`config.mk`:
```
export PLATFORM = sky130hd
export DESIGN_NAME = vga_quadrant_timing_flat
export DESIGN_NICKNAME = d
export VERILOG_FILES = /design/src/rtl/vga_quadrant_timing_if.sv /design/src/rtl/vga_quadrant_timing.sv /design/src/flat_wrapper.sv
export SDC_FILE = /design/constraint.sdc
export NUM_CORES = 1
export LEC_CHECK = 0
export ABC_AREA = 1
export CAP_MARGIN = 30
export CORE_AREA = 4 4 62 64
export CTS_BUF_LIST = sky130_fd_sc_hd__clkbuf_2
export CTS_CLUSTER_DIAMETER = 120
export DETAILED_ROUTE_END_ITERATION = 8
export DIE_AREA = 0 0 66 68
export GPL_TIMING_DRIVEN = 0
export HOLD_SLACK_MARGIN = 0.1
export PLACE_DENSITY = 0.7
export SKIP_LAST_GASP = 1
export SYNTH_ARGS = -nofsm -noshare
export SYNTH_HDL_FRONTEND = slang
export SYNTH_SLANG_ARGS = --single-unit
export TNS_END_PERCENT = 50
```
`constraint.sdc`:
```
create_clock -name clk -period 1.5 [get_ports clk]
set_input_delay 0.225 -clock clk [delete_from_list [all_inputs] [get_ports clk]]
set_output_delay 0.225 -clock clk [all_outputs]
set_load 0.03 [all_outputs]
```
`src/rtl/vga_quadrant_timing_if.sv`:
```
// Timing outputs from the VGA pixel-timing generator towards the colour mux.
// master drives the timing, slave consumes it.
interface vga_quadrant_timing_if;
  logic       pix_tick;
  logic [9:0] pix_x;
  logic [9:0] pix_y;
  logic       hsync;
  logic       vsync;
  logic       video_on;
  logic [1:0] quad_sel;
  logic       frame_start;

  modport master (
    output pix_tick, pix_x, pix_y, hsync, vsync, video_on, quad_sel, frame_start
  );

  modport slave (
    input pix_tick, pix_x, pix_y, hsync, vsync, video_on, quad_sel, frame_start
  );
endinterface

```
`src/rtl/vga_quadrant_timing.sv`:
```
// VGA pixel-timing generator: divides clk to the pixel rate, counts pixels/lines,
// decodes sync pulses, active video and the 2-bit quadrant select for the colour mux.
module vga_quadrant_timing #(
  parameter int H_ACTIVE = 640,
  parameter int H_FP     = 16,
  parameter int H_SYNC   = 96,
  parameter int H_BP     = 48,
  parameter int V_ACTIVE = 480,
  parameter int V_FP     = 10,
  parameter int V_SYNC   = 2,
  parameter int V_BP     = 33,
  parameter int CLK_DIV  = 2
) (
  input  logic                  clk,
  input  logic                  rst,
  vga_quadrant_timing_if.master vga
);

  localparam int H_TOTAL = H_ACTIVE + H_FP + H_SYNC + H_BP;
  localparam int V_TOTAL = V_ACTIVE + V_FP + V_SYNC + V_BP;
  localparam int DIV_W   = (CLK_DIV > 1) ? $clog2(CLK_DIV) : 1;

  localparam logic [DIV_W-1:0] DIV_LAST = DIV_W'(CLK_DIV - 1);
  localparam logic [9:0] H_LAST     = 10'(H_TOTAL - 1);
  localparam logic [9:0] V_LAST     = 10'(V_TOTAL - 1);
  localparam logic [9:0] H_ACT      = 10'(H_ACTIVE);
  localparam logic [9:0] V_ACT      = 10'(V_ACTIVE);
  localparam logic [9:0] H_HALF     = 10'(H_ACTIVE / 2);
  localparam logic [9:0] V_HALF     = 10'(V_ACTIVE / 2);
  localparam logic [9:0] HS_START   = 10'(H_ACTIVE + H_FP);
  localparam logic [9:0] HS_END     = 10'(H_ACTIVE + H_FP + H_SYNC);
  localparam logic [9:0] VS_START   = 10'(V_ACTIVE + V_FP);
  localparam logic [9:0] VS_END     = 10'(V_ACTIVE + V_FP + V_SYNC);

  logic [DIV_W-1:0] div_cnt_q, div_cnt_d;
  logic [9:0]       h_cnt_q, h_cnt_d;
  logic [9:0]       v_cnt_q, v_cnt_d;
  logic             frame_start_q, frame_start_d;

  logic tick;
  logic h_wrap;
  logic v_wrap;
  logic active;

  always_comb begin
    tick   = (div_cnt_q == DIV_LAST);
    h_wrap = (h_cnt_q == H_LAST);
    v_wrap = (v_cnt_q == V_LAST);

    div_cnt_d     = tick ? '0 : div_cnt_q + 1'b1;
    h_cnt_d       = h_cnt_q;
    v_cnt_d       = v_cnt_q;
    frame_start_d = 1'b0;

    // frame_start is registered on the wrapping edge so it lines up with the
    // first clk that shows (0,0), and only that clk of the pixel period.
    if (tick) begin
      if (h_wrap) begin
        h_cnt_d = '0;
        if (v_wrap) begin
          v_cnt_d       = '0;
          frame_start_d = 1'b1;
        end else begin
          v_cnt_d = v_cnt_q + 10'd1;
        end
      end else begin
        h_cnt_d = h_cnt_q + 10'd1;
      end
    end
  end

  always_ff @(posedge clk) begin
    if (rst) begin
      div_cnt_q     <= '0;
      h_cnt_q       <= '0;
      v_cnt_q       <= '0;
      frame_start_q <= 1'b0;
    end else begin
      div_cnt_q     <= div_cnt_d;
      h_cnt_q       <= h_cnt_d;
      v_cnt_q       <= v_cnt_d;
      frame_start_q <= frame_start_d;
    end
  end

  always_comb begin
    active = (h_cnt_q < H_ACT) && (v_cnt_q < V_ACT);

    vga.pix_x       = h_cnt_q;
    vga.pix_y       = v_cnt_q;
    vga.pix_tick    = 1'b0;
    vga.hsync       = 1'b1;
    vga.vsync       = 1'b1;
    vga.video_on    = 1'b0;
    vga.quad_sel    = 2'b00;
    vga.frame_start = 1'b0;

    if (!rst) begin
      vga.pix_tick    = tick;
      vga.hsync       = !((h_cnt_q >= HS_START) && (h_cnt_q < HS_END));
      vga.vsync       = !((v_cnt_q >= VS_START) && (v_cnt_q < VS_END));
      vga.video_on    = active;
      vga.quad_sel    = active ? {v_cnt_q >= V_HALF, h_cnt_q >= H_HALF} : 2'b00;
      vga.frame_start = frame_start_q;
    end
  end

endmodule

```
`src/flat_wrapper.sv`:
```
// flat-port wrapper written by rule: the top's interface ports become plain ports
module vga_quadrant_timing_flat 
#(
  parameter int H_ACTIVE = 640,
  parameter int H_FP     = 16,
  parameter int H_SYNC   = 96,
  parameter int H_BP     = 48,
  parameter int V_ACTIVE = 480,
  parameter int V_FP     = 10,
  parameter int V_SYNC   = 2,
  parameter int V_BP     = 33,
  parameter int CLK_DIV  = 2
)
  (clk, rst, vga_pix_tick, vga_pix_x, vga_pix_y, vga_hsync, vga_vsync, vga_video_on, vga_quad_sel, vga_frame_start);
  vga_quadrant_timing_if vga_i ();
  input  logic clk;
  input  logic rst;
  output wire logic [$bits(vga_i.pix_tick)-1:0] vga_pix_tick;
  output wire logic [$bits(vga_i.pix_x)-1:0] vga_pix_x;
  output wire logic [$bits(vga_i.pix_y)-1:0] vga_pix_y;
  output wire logic [$bits(vga_i.hsync)-1:0] vga_hsync;
  output wire logic [$bits(vga_i.vsync)-1:0] vga_vsync;
  output wire logic [$bits(vga_i.video_on)-1:0] vga_video_on;
  output wire logic [$bits(vga_i.quad_sel)-1:0] vga_quad_sel;
  output wire logic [$bits(vga_i.frame_start)-1:0] vga_frame_start;
  assign vga_pix_tick = vga_i.pix_tick;
  assign vga_pix_x = vga_i.pix_x;
  assign vga_pix_y = vga_i.pix_y;
  assign vga_hsync = vga_i.hsync;
  assign vga_vsync = vga_i.vsync;
  assign vga_video_on = vga_i.video_on;
  assign vga_quad_sel = vga_i.quad_sel;
  assign vga_frame_start = vga_i.frame_start;
  vga_quadrant_timing #(.H_ACTIVE(H_ACTIVE), .H_FP(H_FP), .H_SYNC(H_SYNC), .H_BP(H_BP), .V_ACTIVE(V_ACTIVE), .V_FP(V_FP), .V_SYNC(V_SYNC), .V_BP(V_BP), .CLK_DIV(CLK_DIV)) u_core (.clk(clk), .rst(rst), .vga(vga_i));
endmodule
```
# Word level (Yosys, flattened, before mapping)
# Index checks and enable logic that the tools add are counted.
[totals]
wordCells = 37
regBits = 22
inputBits = 2
output_inout_bits = 27
[op_classes]
n_eq_ne = 2
mux = 10
bitwise = 2
n_lt_le_gt_ge = 8
add_sub_neg = 3
n_reduce_logical = 8
[ops]
columns = ["cell", "count"]
rows = [
  ["adder 10 x 1 -> 10 bit, second input constant", 2],
  ["== test 10 bit, second input constant", 2],
  [">= comparator 10 x 9 -> 1 bit, second input constant", 2],
  ["less-than comparator 10 bit, second input constant", 2],
  ["less-than comparator 10 x 9 -> 1 bit, second input constant", 2],
  ["2-to-1 mux 10 bit", 2],
  [">= comparator 10 bit, second input constant", 1],
  [">= comparator 10 x 8 -> 1 bit, second input constant", 1],
  ["2-to-1 mux 1 bit", 6],
  ["2-to-1 mux 2 bit", 2],
  ["logical AND 1 bit", 3],
  ["OR reduction 3 bit", 1],
  ["logical NOT 1 bit", 2],
  ["inverter 1 bit", 2],
  ["AND reduction 2 bit", 1],
  ["OR reduction 2 bit", 1],
  ["adder 1 bit, second input constant", 1],
]

# Depth between registers and ports, before layout
# Gate-level depths: netlist of run 1.
[logic_depth]
ltp_word = 4
ltp_mapped = 9
depth_no_buf = 9

# Worst setup path before layout of run 1
# No wires, ideal clock.
[synth_timing]
kind = "reg2out"
startpoint = "register u_core.h_cnt_q[4] (netlist: u_core.vga.pix_x[4])"
endpoint = "output port vga_hsync"
setup_slack_ns = -0.141
t_arrival_ns = 1.416
n_path_buf = 0
path_stages_with_launch = 3
path_cell_list = "dfxtp_1 > nand2_1 > o21ai_0"
[synth_via]
elab_chain_len = 4
word_cells_on_any_way = 5
classes_between = "order compare: 2; mux: 1; reduce/logical: 2"
[synth_rtl]
columns = ["element", "line", "text"]
rows = [
  ["start: declaration", "vga_quadrant_timing.sv:36", "logic [9:0] h_cnt_q, h_cnt_d;"],
  ["start signal: assignment", "vga_quadrant_timing.sv:80", "h_cnt_q <= h_cnt_d;"],
  [">= comparator 10 bit / less-than comparator 10 bit (equally long branches)", "vga_quadrant_timing.sv:100", "vga.hsync = !((h_cnt_q >= HS_START) && (h_cnt_q < HS_END));"],
  ["logical AND 1 bit *", "vga_quadrant_timing.sv:100", ""],
  ["logical NOT 1 bit *", "vga_quadrant_timing.sv:100", ""],
  ["2-to-1 mux 1 bit *", "vga_quadrant_timing.sv:98", "if (!rst) begin"],
  ["end: declaration", "flat_wrapper.sv:21", "output wire logic [$bits(vga_i.hsync)-1:0] vga_hsync;"],
]
# Every way passes the cells marked *; elsewhere a longest branch is shown, timed or not.

# Worst setup path in the final report of run 1
[layout_timing]
startpoint = "register u_core.v_cnt_q[9] (netlist: u_core.vga.pix_y[9])"
endpoint = "output port vga_pix_y[9]"
[layout_rtl]
columns = ["element", "line", "text"]
rows = [
  ["start: declaration", "vga_quadrant_timing.sv:37", "logic [9:0] v_cnt_q, v_cnt_d;"],
  ["start signal: assignment", "vga_quadrant_timing.sv:81", "v_cnt_q <= v_cnt_d;"],
  ["end: declaration", "flat_wrapper.sv:20", "output wire logic [$bits(vga_i.pix_y)-1:0] vga_pix_y;"],
]
# No word-level cell between the ends.

==> out/metrics.cfg, run 1 <==
[global_routing]
grt_max_degree=14
grt_antenna_before_repair=0
grt_use_total_pct=15.99
grt_pass1_vias=1253
grt_first_pass_wirelength_mm=5.609
gr-total-overflow=0

[timing]
setup_slack_ns=-0.1309
rsz0062_at_grt=yes
fin_crit_sh_pct=108.7
finalSetupViolCount=6
worst_slew_pin_slew_ns=0.3233
drv_slew=0
fin_skew_ns=0.01407
relSlewSlack_pct=78.41
max_freq_ghz=0.6131
period_needed_ns=1.631
hold_violations=0
fin_tns_setup_ns=-0.4946

[layout]
antennaDiodeCount=0
drive_above_1_share_pct=29.91
final_nets=241
area_delta_synth_final_pct=51.94
nFillCells=298
final_area_sq_um=1962

[critical_path]
r2r_slack_ns=0.09
cp_cell_sequence=clkdlybuf4s50_1
slowest_delay_ns=0.67
path_depth=1
path_buf_inv=1
worstSetupPathType=reg2out
cp.required_ns=1.27
crit_path_end_kind=output port
crit_arrival_ns=1.41
r2r_start=u_core.vga.pix_y[9]$_SDFFE_PP0P_
crit_path_start_kind=flip-flop
r2r_cells=10
crit_slowest_cell=clkdlybuf4s50_1
crit_family=buffers and inverters
r2r_end=u_core.vga.pix_y[0]$_SDFFE_PP0P_
cp_max_fo=2

[min_path]
hold_end=u_core.div_cnt_q$_SDFF_PP0_
min_path_cells=2
hold_class=in2reg
hp-start=rst

[synth]
synth_common_cells=nand2_1 (40), nor2_1 (38), inv_1 (26)
synth_area_leaders=dfxtp_1 (34%), nand2_1 (12%), nor2_1 (11%), inv_1 (7.6%), nand3_1 (5.8%)
synth_cell_type_count=26
synth_warnings=0
synth_edf_count=0
syn_area_per_cell_sq_um=6.868
synthArstFlopShare_pct=0
synth_top_area_share_pct=34.11
synth_area_sq_um=1291
syn-instance-count=188
ys_seq_elements=22
syn_nets=194
synth_ff_type=dfxtp_1
synth_top_cell_by_area=dfxtp_1
yosysMostFrequentCell=nand2_1
ys_seq_area_share_pct=34.11

[power_and_ir_drop]
leakage_nw=1.093
power_density_nw_per_um2=555.8
p_total_mw=1.090
ir_drop_mv=0.2975

[drt]
ant_nets=0
dr.pass1.iters=4
via_count=1342
routed_wl_mm=3.258
drt_iter0_markers=48
viasPerCell=4.793
post_drt_wl_per_cell_microns=11.64
drc_errors=0

[floorplan]
die_h_microns=68
die_area_sq_um=4488
ios=29
start_util_pct=39.31
die_w_microns=66
std_cell_rows=21
core_sq_um=3284

[clock_tree]
cts_hold_buf=0
cts-buffers-inserted=3
insertion_delay_ns=0.34
clockRootBuffer=clkbuf_2
clk_pin_slew_ns=0.23
cts_max_level=1
clock_sinks=22
tritoncts=built
clockBufferDepth=2

[placed_design]
placed_cell_area_sq_um=1639
gp_congestion=0.8847
numPortBuffers=28
dpl_worst_slack_ns=-0.8934
hpwl_mm=2.267

[run_status]
status=finished, violations left
violations=negative setup slack

[flow_run]
cap_violations=0

-- how the worst max path moves through the flow --
stage                                      from         endpoint  slack, ns
2_1_floorplan  u_core.vga.pix_y[5]$_SDFFE_PP0P_        vga_vsync      -0.02
3_3_place_gp                                rst  vga_quad_sel[1]      -0.87
3_5_place_dp                                rst  vga_quad_sel[1]      -0.89
4_1_cts        u_core.vga.pix_x[3]$_SDFFE_PP0P_     vga_pix_x[3]      -0.21
5_1_grt        u_core.vga.pix_y[1]$_SDFFE_PP0P_        vga_vsync      -0.18
6_report       u_core.vga.pix_y[9]$_SDFFE_PP0P_     vga_pix_y[9]      -0.13
-- metal layers --
metal / GRT usage, % / vias up / part of all wire, % / routed length, microns
met3: 2.463 / 5 / 4.1 / 133
met4: 5.838 / 0 / 1.2 / 39
met2: 26.53 / 25 / 49 / 1582
li1: - / 701 / - / -
met1: 21.08 / 611 / 46 / 1504
met5: 0 / - / 0 / 0
-- cell usage in the layout, fill, tap and decap left out, types with 5 or more instances in the layout --
| cell | instances |
|---|---|
| dlygate4sd2_1 | 10 |
| dfxtp_4 | 9 |
| a21oi_1 | 8 |
| dfxtp_2 | 9 |
| inv_1 | 23 |
| nand3_1 | 13 |
| buf_4 | 14 |
| buf_6 | 5 |
| nand2_1 | 38 |
| nor2_1 | 35 |
| o21ai_0 | 6 |
| dlymetal6s2s_1 | 10 |
-- final cells by class --
cell class | instances | area, sq um | area share, %
Tap cell | 46 | 57.56 | 2.934
Sequential cell | 22 | 485.5 | 24.74
Clock inverter | 1 | 30.03 | 1.531
Clock buffer | 3 | 15.01 | 0.7653
Inverter | 27 | 101.3 | 5.166
Multi-Input combinational cell | 136 | 819.5 | 41.77
Buffer | 3 | 45.04 | 2.296
Timing Repair Buffer | 42 | 407.9 | 20.79
-- where the power goes --
| group | internal (mW) | switching [mW] | leakage (nW) | total (mW) |
|---|---|---|---|---|
| Sequential | 0.577 | 0.00946 | 0.189 | 0.587 |
| Combinational | 0.0306 | 0.0497 | 0.877 | 0.0804 |
| Clock | 0.230 | 0.194 | 0.0266 | 0.423 |
| Total | 0.838 | 0.253 | 1.09 | 1.09 |
-- registers in the layout (all words and copies together), names as in the netlist --
register / flops
u_core.div_cnt_q: 1
u_core.vga.pix_x: 10
u_core.vga.pix_y: 10
u_core.frame_start_q: 1
-- logic make-up after synthesis --
family | Yosys count | synth area share, %
AND/OR/NAND/NOR | 108 | 40.80
buffers and inverters | 30 | 9.980
flip-flops | 22 | 34.11
AO/OA/AOI/OAI | 21 | 9.206
adder cells (fa/ha/maj) | 4 | 3.876
XOR/XNOR | 3 | 2.035
-- through the flow --
step	util [%]	cells	hold WS [ns]
after floorplan	-	188	0.3030
after global placement	49.90	262	0.5122
after detailed placement	49.90	262	0.5306
after CTS	55.70	275	0.2434
after global routing	59.73	280	0.2406
final	59.73	280	0.2601
-- timing repair --
action                                  in CTS  in global routing
endpoints found under the setup margin      33                 33
resized for setup                           88                 26
pin swaps                                    7                  6
buffers inserted                             9                  5
(Power assumes the default switching activity.)
==> run 2: changes to the inputs <==
--- a/config.mk
+++ b/config.mk
@@ -16,6 +16,7 @@
 export HOLD_SLACK_MARGIN = 0.1
 export PLACE_DENSITY = 0.7
 export SKIP_LAST_GASP = 1
+export SLEW_MARGIN = 40
 export SYNTH_ARGS = -nofsm -noshare
 export SYNTH_HDL_FRONTEND = slang
 export SYNTH_SLANG_ARGS = --single-unit
==> results of run 2 <==
The final DEF is identical to that of run 1; final timing and power are the same.
==> run 3: changes to the inputs <==
==> constraint.sdc (replaced) <==
create_clock -name clk -period 1.8 [get_ports clk]
set_input_delay 0.27 -clock clk [delete_from_list [all_inputs] [get_ports clk]]
set_output_delay 0.27 -clock clk [all_outputs]
set_load 0.03 [all_outputs]
==> run 3 against run 2 <==
  * The run still ends with negative setup slack left
  * Via count is 3.4% lower
  * Sequential share of layout area is 2.1 points higher
  * Worst setup slack better by 0.11 ns
  * Clock power is 53% lower
  * Core utilization is 8.6 points lower
  * Count of clock-buffer cells in the layout stayed put
  * First-iteration DRC count is 92% higher
  * Largest cell class unchanged
  * Highest routed layer is now met3
==> out/metrics.cfg, run 3 (synthesized netlist as in run 1, its figures left out) <==
[run_status]
status=finished, violations left
violations=negative setup slack

[critical_path]
cp.required_ns=1.53  ; +0.26 ns
slowest_delay_ns=0.48  ; -0.19 ns
r2r_start=u_core.vga.pix_y[0]$_SDFFE_PP0P_
crit_arrival_ns=1.55  ; +0.14 ns
r2r_cells=9  ; -1
crit_path_start_kind=input port
cp_max_fo=10  ; +8
r2r_end=u_core.vga.pix_y[6]$_SDFFE_PP0P_
worstSetupPathType=in2out
cp_cell_sequence=clkdlybuf4s50_1 > buf_6 > nor2_1 > nand3_1 > a31oi_1 > buf_2
r2r_slack_ns=0.24  ; +0.15 ns
crit_slowest_cell=clkdlybuf4s50_1
crit_path_end_kind=output port

[timing]
relSlewSlack_pct=76.26  ; -2.1 points
fin_hold_ws_ns=0.5242  ; +0.2641 ns
drv_slew=0  ; unchanged
hold_violations=0  ; unchanged
rsz0062_at_grt=yes
fin_tns_setup_ns=-0.01644  ; +0.4781 ns
worst_slew_pin_slew_ns=0.3547  ; +0.03138 ns
period_needed_ns=1.816
fin_skew_ns=0.007470  ; -0.006595 ns
fin_crit_sh_pct=100.9
finalSetupViolCount=1  ; -5
setup_slack_ns=-0.01644  ; +0.1145 ns
max_freq_ghz=0.5505

[clock_tree]
clockBufferDepth=2  ; unchanged
cts_max_level=1  ; unchanged
clk_pin_slew_ns=0.21  ; -0.02 ns
insertion_delay_ns=0.32  ; -0.02 ns
tritoncts=built
cts-buffers-inserted=3  ; unchanged
cts_hold_buf=0  ; unchanged
clock_sinks=22  ; unchanged
clockRootBuffer=clkbuf_2

[power_and_ir_drop]
leakage_nw=0.8357  ; -24%
swShare_pct=26.05  ; +2.9 points
power_density_nw_per_um2=447.7  ; -19%
p_total_uw=751.2  ; -31%
combPwrFrac_pct=7.6  ; +0.2 points
intPower_uw=555.5  ; -34%
pwr-share-seq_pct=66.1  ; +12 points
ir_drop_mv=0.2637  ; -11%
clkPwrFrac_pct=26.3  ; -12 points
p_sw_uw=195.7  ; -23%

[layout]
area_delta_synth_final_pct=29.94
antennaDiodeCount=0  ; unchanged
final_common_cell=nand2_1
multi_input_area_sq_um=735.7  ; -10%
fin_util_pct=51.09  ; -8.6 points
drive_above_1_share_pct=14.03  ; -16 points
final_cell_mix=nand2_1 (40), nor2_1 (37), inv_1 (25)
finalNonFillerCells=267  ; -4.6%
regArea_sq_um=450.4  ; -7.2%
final_nets=229  ; -5.0%
final_area_sq_um=1678  ; -14%
nFillCells=345  ; +16%

[min_path]
hold_class=reg2reg
hold_end=u_core.vga.pix_y[7]$_SDFFE_PP0P_
hp-start=u_core.vga.pix_y[7]$_SDFFE_PP0P_
min_path_cells=2  ; unchanged

[global_routing]
grt_max_degree=12  ; -2
grt_antenna_before_repair=0  ; unchanged
grt_use_total_pct=14.26  ; -1.7 points
grt_first_pass_wirelength_mm=5.002  ; -11%
gr-total-overflow=0  ; unchanged
grt_pass1_vias=1142  ; -8.9%

[placed_design]
numPortBuffers=28  ; unchanged
hpwl_mm=2.259  ; -0.35%
gp_congestion=0.9103  ; +2.9%
placed_cells=262  ; unchanged
dpl_worst_slack_ns=-0.6564  ; +0.2370 ns
placed_cell_area_sq_um=1629  ; -0.61%

[drt]
routed_wl_mm=3.003  ; -7.8%
ant_nets=0  ; unchanged
drt_iter0_markers=92  ; +92%
dr.pass1.iters=4  ; unchanged
post_drt_wl_per_cell_microns=11.25  ; -3.3%
drc_errors=0  ; unchanged
viasPerCell=4.854  ; +1.3%
via_count=1296  ; -3.4%

[floorplan]
ios=29  ; unchanged
die_area_sq_um=4488  ; unchanged
start_util_pct=39.31  ; unchanged
core_sq_um=3284  ; unchanged
std_cell_rows=21  ; unchanged
die_h_microns=68  ; unchanged
die_w_microns=66  ; unchanged

[flow_run]
cap_violations=0  ; unchanged

[run 3: how the worst max path moves through the flow]
stage,from,end,slack [ns],cells after the start
after floorplan,u_core.vga.pix_x[4]$_SDFFE_PP0P_,vga_hsync,0.11,2
after global placement,rst,vga_quad_sel[1],-0.66,6
after detailed placement,rst,vga_quad_sel[1],-0.66,6
after CTS,rst,vga_quad_sel[1],-0.22,6
after global routing,rst,vga_quad_sel[1],-0.12,6
final,rst,vga_quad_sel[1],-0.02,6
[run 3: per-layer routing]
layer	part of all wire [%]	GRT usage, %
met5	0	0
met4	0	4.822
met3	4.9	3.120
met2	47	23.40
met1	48	18.58
[run 3: critical path, delay by kind of cell]
family,cells,cell delay [ns]
AOI/OAI and AO/OA,1,0.18
buffers and inverters,3,0.88
and+or+nand+nor,2,0.20
[run 3: timing repair]
action                     4_1_cts  5_1_grt
gates cloned                     0        0
setup endpoints to repair       12       20
setup buffers                    2        0
gates resized for setup         27       22
[run 3: final cells by class]
cell class                 count  area share (%)
buffer                         3           2.163
inverter                      27           6.040
tap                           46           3.430
sequential                    22           26.85
timing repair buffer          30           16.78
multi-input combinational    136           43.85
clock buffer                   3          0.8949
[run 3: power groups by stage]
stage	Sequential, mW	Combinational (mW)	Clock [mW]
final	0.497	0.0570	0.197
after floorplan	0.515	0.0279	0
after global placement	0.510	0.0559	0
after detailed placement	0.510	0.0567	0
after global routing	0.499	0.0649	0.231
after CTS	0.497	0.0566	0.212
